**src/rtl/soc_gpio_arbiter.sv**
```systemverilog
// Two-master round-robin sequencer for the GPIO register port.
// Grants one access at a time and drives a single-cycle GPIO command.
// It then waits for gpio_ready and answers the granted master with ack or timeout error.
module soc_gpio_arbiter #(
  parameter int unsigned IO_MAP_WIDTH   = 32,
  parameter int unsigned TIMEOUT_CYCLES = 8,
  parameter logic [3:0]  IDLE_ADDR      = 4'hF
) (
  input  logic                    clk,
  input  logic                    rst,
  input  logic                    m0_req,
  input  logic                    m0_we,
  input  logic [3:0]              m0_addr,
  input  logic [IO_MAP_WIDTH-1:0] m0_wdata,
  output logic                    m0_ack,
  output logic                    m0_err,
  output logic [IO_MAP_WIDTH-1:0] m0_rdata,
  input  logic                    m1_req,
  input  logic                    m1_we,
  input  logic [3:0]              m1_addr,
  input  logic [IO_MAP_WIDTH-1:0] m1_wdata,
  output logic                    m1_ack,
  output logic                    m1_err,
  output logic [IO_MAP_WIDTH-1:0] m1_rdata,
  output logic                    gpio_we,
  output logic [3:0]              gpio_addr,
  output logic [IO_MAP_WIDTH-1:0] gpio_wdata,
  input  logic [IO_MAP_WIDTH-1:0] gpio_rdata,
  input  logic                    gpio_ready,
  output logic                    busy,
  output logic                    grant
);

  localparam int unsigned     CNT_W    = $clog2(TIMEOUT_CYCLES) + 1;
  localparam logic [CNT_W-1:0] CNT_LAST = CNT_W'(TIMEOUT_CYCLES - 1);

  typedef enum logic [1:0] {S_IDLE, S_ISSUE, S_WAIT, S_RESP} state_t;

  state_t                  r_state, w_state_nxt;
  logic [CNT_W-1:0]        r_cnt, w_cnt_nxt;
  logic                    r_we, w_we_nxt;
  logic                    r_grant, w_grant_nxt;
  logic                    r_last_grant, w_last_grant_nxt;
  logic                    r_busy, w_busy_nxt;
  logic                    r_gpio_we, w_gpio_we_nxt;
  logic [3:0]              r_gpio_addr, w_gpio_addr_nxt;
  logic [IO_MAP_WIDTH-1:0] r_gpio_wdata, w_gpio_wdata_nxt;
  logic                    r_m0_ack, w_m0_ack_nxt;
  logic                    r_m0_err, w_m0_err_nxt;
  logic [IO_MAP_WIDTH-1:0] r_m0_rdata, w_m0_rdata_nxt;
  logic                    r_m1_ack, w_m1_ack_nxt;
  logic                    r_m1_err, w_m1_err_nxt;
  logic [IO_MAP_WIDTH-1:0] r_m1_rdata, w_m1_rdata_nxt;

  logic                    w_winner;
  logic                    w_sel_we;
  logic [3:0]              w_sel_addr;
  logic [IO_MAP_WIDTH-1:0] w_sel_wdata;
  logic [IO_MAP_WIDTH-1:0] w_resp_rdata;

  // Next-state and next-output decode; every output is registered from these values
  always_comb begin
    w_state_nxt      = r_state;
    w_cnt_nxt        = r_cnt;
    w_we_nxt         = r_we;
    w_grant_nxt      = r_grant;
    w_last_grant_nxt = r_last_grant;
    w_gpio_we_nxt    = 1'b0;
    w_gpio_addr_nxt  = IDLE_ADDR;
    w_gpio_wdata_nxt = r_gpio_wdata;
    w_m0_ack_nxt     = 1'b0;
    w_m0_err_nxt     = 1'b0;
    w_m0_rdata_nxt   = '0;
    w_m1_ack_nxt     = 1'b0;
    w_m1_err_nxt     = 1'b0;
    w_m1_rdata_nxt   = '0;
    // On a tie the master that did not own the previous access wins
    w_winner         = m1_req & (~m0_req | ~r_last_grant);
    w_sel_we         = w_winner ? m1_we    : m0_we;
    w_sel_addr       = w_winner ? m1_addr  : m0_addr;
    w_sel_wdata      = w_winner ? m1_wdata : m0_wdata;
    w_resp_rdata     = r_we ? '0 : gpio_rdata;

    unique case (r_state)
      S_IDLE: begin
        if (m0_req | m1_req) begin
          w_state_nxt      = S_ISSUE;
          w_we_nxt         = w_sel_we;
          w_grant_nxt      = w_winner;
          w_gpio_we_nxt    = w_sel_we;
          w_gpio_addr_nxt  = w_sel_addr;
          w_gpio_wdata_nxt = w_sel_wdata;
        end
      end
      S_ISSUE: begin
        w_cnt_nxt   = '0;
        w_state_nxt = S_WAIT;
      end
      S_WAIT: begin
        // A ready arriving in the final wait cycle still completes normally
        if (gpio_ready) begin
          w_state_nxt = S_RESP;
          if (r_grant) begin
            w_m1_ack_nxt   = 1'b1;
            w_m1_rdata_nxt = w_resp_rdata;
          end else begin
            w_m0_ack_nxt   = 1'b1;
            w_m0_rdata_nxt = w_resp_rdata;
          end
        end else if (r_cnt == CNT_LAST) begin
          w_state_nxt  = S_RESP;
          w_m0_err_nxt = ~r_grant;
          w_m1_err_nxt = r_grant;
        end else begin
          w_cnt_nxt = r_cnt + CNT_W'(1);
        end
      end
      S_RESP: begin
        w_last_grant_nxt = r_grant;
        w_state_nxt      = S_IDLE;
      end
      default: w_state_nxt = S_IDLE;
    endcase

    w_busy_nxt = (w_state_nxt != S_IDLE);
  end

  // State and output registers; reset drops any in-flight access
  always_ff @(posedge clk or posedge rst) begin
    if (rst) begin
      r_state      <= S_IDLE;
      r_cnt        <= '0;
      r_we         <= 1'b0;
      r_grant      <= 1'b0;
      r_last_grant <= 1'b1;
      r_busy       <= 1'b0;
      r_gpio_we    <= 1'b0;
      r_gpio_addr  <= IDLE_ADDR;
      r_gpio_wdata <= '0;
      r_m0_ack     <= 1'b0;
      r_m0_err     <= 1'b0;
      r_m0_rdata   <= '0;
      r_m1_ack     <= 1'b0;
      r_m1_err     <= 1'b0;
      r_m1_rdata   <= '0;
    end else begin
      r_state      <= w_state_nxt;
      r_cnt        <= w_cnt_nxt;
      r_we         <= w_we_nxt;
      r_grant      <= w_grant_nxt;
      r_last_grant <= w_last_grant_nxt;
      r_busy       <= w_busy_nxt;
      r_gpio_we    <= w_gpio_we_nxt;
      r_gpio_addr  <= w_gpio_addr_nxt;
      r_gpio_wdata <= w_gpio_wdata_nxt;
      r_m0_ack     <= w_m0_ack_nxt;
      r_m0_err     <= w_m0_err_nxt;
      r_m0_rdata   <= w_m0_rdata_nxt;
      r_m1_ack     <= w_m1_ack_nxt;
      r_m1_err     <= w_m1_err_nxt;
      r_m1_rdata   <= w_m1_rdata_nxt;
    end
  end

  assign m0_ack     = r_m0_ack;
  assign m0_err     = r_m0_err;
  assign m0_rdata   = r_m0_rdata;
  assign m1_ack     = r_m1_ack;
  assign m1_err     = r_m1_err;
  assign m1_rdata   = r_m1_rdata;
  assign gpio_we    = r_gpio_we;
  assign gpio_addr  = r_gpio_addr;
  assign gpio_wdata = r_gpio_wdata;
  assign busy       = r_busy;
  assign grant      = r_grant;

endmodule

```
**config.mk**
```make
export PLATFORM = sky130hd
export DESIGN_NAME = soc_gpio_arbiter
export DESIGN_NICKNAME = d
export VERILOG_FILES = /design/src/rtl/soc_gpio_arbiter.sv
export SDC_FILE = /design/constraint.sdc
export NUM_CORES = 1
export LEC_CHECK = 0
export BUFFER_PORTS_ARGS = -buffer_cell sky130_fd_sc_hd__buf_2
export CAP_MARGIN = 0
export CORE_ASPECT_RATIO = 0.7
export CORE_MARGIN = 2
export CORE_UTILIZATION = 30
export CTS_CLUSTER_DIAMETER = 50
export DETAILED_ROUTE_END_ITERATION = 8
export PLACE_DENSITY = 0.65
export SLEW_MARGIN = 20
export SYNTH_ARGS = -nofsm -noshare
export SYNTH_HDL_FRONTEND = slang
export SYNTH_SLANG_ARGS = --single-unit
```
**constraint.sdc**
```tcl
create_clock -name clk -period 9.6 [get_ports clk]
set_input_delay 1.92 -clock clk [delete_from_list [all_inputs] [get_ports clk]]
set_output_delay 1.92 -clock clk [all_outputs]
set_load 0.02 [all_outputs]
```
# Word-level counts from Yosys, hierarchy flattened
# Index checks and enable logic that the tools add are counted.
[totals] regBits=115 output_inout_bits=107 input_bits=111
[classes] addsub=1 bitwise=6 muxes=33 reduce_logical=5 eq_ne=6
[op_table] op="$mux 32" count=8
[op_table] op="$mux 4" count=5
[op_table] op="$mux 1" count=15
[op_table] op="$pmux 2 s4" count=1
[op_table] op="$pmux 4 s2" count=1
[op_table] op="$mux 2" count=3
[op_table] op="$add 4x1->4 const B" count=1
[op_table] op="$eq 2x2->1 const B" count=2
[op_table] op="$eq 4x3->1 const B" count=1
[op_table] op="$ne 2x2->1 const B" count=2
[op_table] op="$reduce_bool 2->1" count=2
[op_table] op="$not 1->1" count=3
[op_table] op="$reduce_and 3->1" count=1
[op_table] op="$eq 2x1->1 const B" count=1
[op_table] op="$logic_not 2->1" count=1
[op_table] op="$or 1x1->1" count=2
[op_table] op="$reduce_and 2->1" count=1
[op_table] op="$and 1x1->1" count=1

# Longest topological paths before layout
[logic_depth] ltp_word=6 ltp_mapped=7

# Worst setup path after synthesis
# Ideal clock, no wire load.
[synth_timing] path_kind="in2reg" start="input m0_req" end="register r_busy (netlist: busy)" required_ps=9473 setup_ps=127 setup_slack_ps=6935 arrival_time_ps=2537 cell_stages=3 path_cell_list="nor4b_1 a211oi_1 or2_2"
[synth_between] elab_chain_len=4
[synth_rtl] element="start, declared" line_no="11" text="input logic m0_req,"
[synth_rtl] element="$or 1x1->1" line_no="86" text="if (m0_req | m1_req) begin"
[synth_rtl] element="$mux 2" line_no="86"
[synth_rtl] element="$pmux 2 s4" line_no="84" text="unique case (r_state)"
[synth_rtl] element="via w_state_nxt[0]" line_no="39" text="state_t r_state, w_state_nxt;"
[synth_rtl] element="$reduce_bool 2->1" line_no="125" text="w_busy_nxt = (w_state_nxt != S_IDLE);"
[synth_rtl] element="via w_busy_nxt" line_no="44" text="logic r_busy, w_busy_nxt;"
[synth_rtl] element="end signal, assigned" line_no="152" text="r_busy <= w_busy_nxt;"
[synth_rtl] element="end, declared" line_no="44"
# The timed path passes the listed nets, and every way through them passes these cells.
# A chain may end at the register's enable or synchronous reset.

# Worst setup path in the final report
[layout_timing] start="register r_gpio_addr[3] (netlist: gpio_addr[3])" end="output gpio_addr[3]"
[layout_lines] element="start, declared" line_no="46" text="logic [3:0] r_gpio_addr, w_gpio_addr_nxt;"
[layout_lines] element="start signal, assigned" line_no="154" text="r_gpio_addr <= w_gpio_addr_nxt;"
[layout_lines] element="end, declared" line_no="26" text="output logic [3:0] gpio_addr,"
# No word-level cell between the ends.

==> flow_summary.yaml <==
setup_path:
  reg2reg_depth: 6
  path_delay_family: "flip-flops"
  worst_setup_path_start_kind: "flip-flop"
  reg2reg_from: "r_state[0]"
  max_stage_delay_ns: 0.51
  worst-r2r-setup-slack_ns: 7.70
  cp-endpoint: "gpio_addr[3]"
  crit_type: "reg2out"
  r2r-end: "gpio_wdata[14]"
  startpoint: "gpio_addr[3]"
  worst_path_max_delay_cell: "dfstp_2"
  path_depth: 1
  path_cells: "buf_2"
  critPathArrivalTime_ns: 1.08
  cp_max_fo: 1
  crit_path_end_kind: "output port"
  cp.required_ns: 7.68
  critPathBufInv: 1
clocking:
  htree_levels: 4
  post_cts_buffers: 0
  root_buffer: "clkbuf_16"
  clk_latency_ns: 0.41
  ctsHoldBuffers: 0
  cts_made_buffers: 17
  cts_tree: "built"
  cts_resized: 0
  clockBufferDepth: 2
  clk_pin_slew_worst_paths_ns: 0.05
  cts.sinks: 115
sta:
  slew_violations: 0
  rsz0062_at_grt: "no"
  max_freq_ghz: 0.333
  tns_ns: 0
  hold_ws_ns: 0.511
  timing.final.crit_share_pct: 31.3
  slew_headroom_pct: 30.1
  tightest_slew_ns: 1.05
  finalHoldViolCount: 0
  finalSetupViolCount: 0
  fin_skew_ns: 0.00844
  min_period_ns: 3.00
  setup_slack_ns: 6.60
routing:
  drt-total-wl_mm: 12.1
  drtAntennaViolNets: 0
  routed_via_density: 4.48
  routedWlPerCell_um: 14.3
  drcViolationCount: 0
  drtIter0Drc: 163
  first_pass_iters: 4
  num_vias: 3793
global_route:
  grt.total_usage_pct: 15.4
  antenna_found_initial: 0
  grt_pass1_wl_mm: 18.8
  gr-total-overflow: 0
  grt_pass1_vias: 3802
  grt_start_max_net_pins: 73
yosys:
  synth.most_common_cell: "dfrtp_1"
  synthesis.nets: 537
  synthCells: 421
  synth_cell_types: 34
  synth-async-reset-ratio_pct: 100
  synth_top_area_cell: "dfrtp_1"
  synth_edf_count: 0
  ys.flop_type: "dfrtp_1"
  synthTopCellsByCount: "dfrtp_1, nor2_1, a21oi_1, nand2_1, nand2b_1"
  syn_area_per_cell_um2: 10.8
  yosys.area.top_type_share_pct: 60.8
  synth.area.top_cells: "dfrtp_1, nor2_1, a21oi_2"
  ys_seq_elements: 115
  netlist_area_um2: 4530
  ys_seq_area_share_pct: 63.7
  synth_warnings: 0
final_layout:
  num-nets-final: 754
  final-seq-area_um2: 2880
  final_cell_area_um2: 6340
  area_growth_pct: 40.2
  num_antenna_cells: 0
  fill_cells: 1432
  drive_above_1_share_pct: 44.2
  multi_input_area_um2: 1470
  fin_util_pct: 43.1
  stdcell_count: 846
flow_run:
  max-cap-violations: 0
min_path:
  min_path_type: "reg2reg"
  worstHoldStart: "gpio_wdata[24]"
floorplanning:
  io_pins: 218
  std_cell_rows: 37
  dieHeight_um: 107
  fp.dieW_um: 151
  dieArea_um2: 16100
  core_area_um2: 14700
  start_util_pct: 30.7
run_status:
  outcome: "completed"
pwr:
  power_leakage_nw: 3.31
  p_per_area_nw_per_um2: 307
  peakVddDrop_mv: 0.157
  power_mw: 1.95
placement:
  place_congestion: 0.807
  dpl_cell_area_um2: 5740
  place_ws_ns: 6.19
  placed_cells: 814
  place_hpwl_mm: 8.52
  portBuffers: 217
-- sequential cells by signal (all words and copies together), names as in the netlist, 2 cells and up --
signal      flops
m0_rdata       32
m1_rdata       32
r_state         2
gpio_addr       4
gpio_wdata     32
r_cnt           4
-- layout make-up --
cell class	instances	area share (%)
clock buffers	21	7.10
multi-input cells	277	23.1
flip-flops and latches	115	45.5
inverters	5	0.335
repair buffers	222	17.7
clock inverters	11	2.43
well taps	195	3.85
-- worst min path at each step --
stage | depth (start not counted) | to | slack (ns)
after floorplan | 1 | m1_err | 0.48
after global placement | 2 | gpio_wdata[29] | 0.49
after detailed placement | 2 | gpio_wdata[10] | 0.51
after CTS | 2 | gpio_wdata[10] | 0.52
after global routing | 2 | gpio_wdata[20] | 0.54
final | 2 | gpio_wdata[24] | 0.51
-- cell usage in the layout, fill, tap and decap left out, types with 5 or more instances in the layout --
| master | Yosys | final |
|---|---|---|
| nand2_1 | 42 | 42 |
| nand2b_1 | 32 | 32 |
| a21oi_1 | 42 | 42 |
| a21oi_2 | 25 | 25 |
| buf_2 | 5 | 217 |
| dfrtp_1 | 110 | 110 |
| ha_1 | 5 | 5 |
| nand3_1 | 6 | 6 |
| clkbuf_16 | 0 | 17 |
| dfstp_2 | 5 | 5 |
| buf_4 | 4 | 5 |
| nor2_1 | 101 | 101 |
-- cell families after synthesis --
group / Yosys count / synth area share [%]
buffers and inverters: 29 / 3.87
adders and majority gates: 5 / 1.38
DFF: 115 / 63.7
muxes: 3 / 0.719
AOI/OAI and AO/OA: 76 / 11.4
and+or+nand+nor: 193 / 18.9
-- layer usage --
metal | vias up | GRT usage (%) | share of wire [%]
li1 | 1793 | - | -
met1 | 1825 | 19.2 | 45
met2 | 158 | 24.0 | 45
met3 | 17 | 5.11 | 8.1
met4 | 0 | 7.54 | 1.9
met5 | - | 0 | 0
-- power by group --
group / switching [mW] / total (mW) / leakage [nW] / internal (mW)
logic: 0.397 / 0.626 / 1.55 / 0.229
clock network: 0.223 / 0.639 / 0.288 / 0.416
registers: 0.0805 / 0.683 / 1.48 / 0.602
-- worst reg2reg max path, stage by stage, from the launching register on --
cell     delay, ns
dfrtp_1       0.43
inv_1         0.11
ha_1          0.28
o21a_1        0.37
buf_4         0.42
nor2_1        0.10
a21oi_1       0.13
Note: power is estimated with default switching activity, not from simulation.
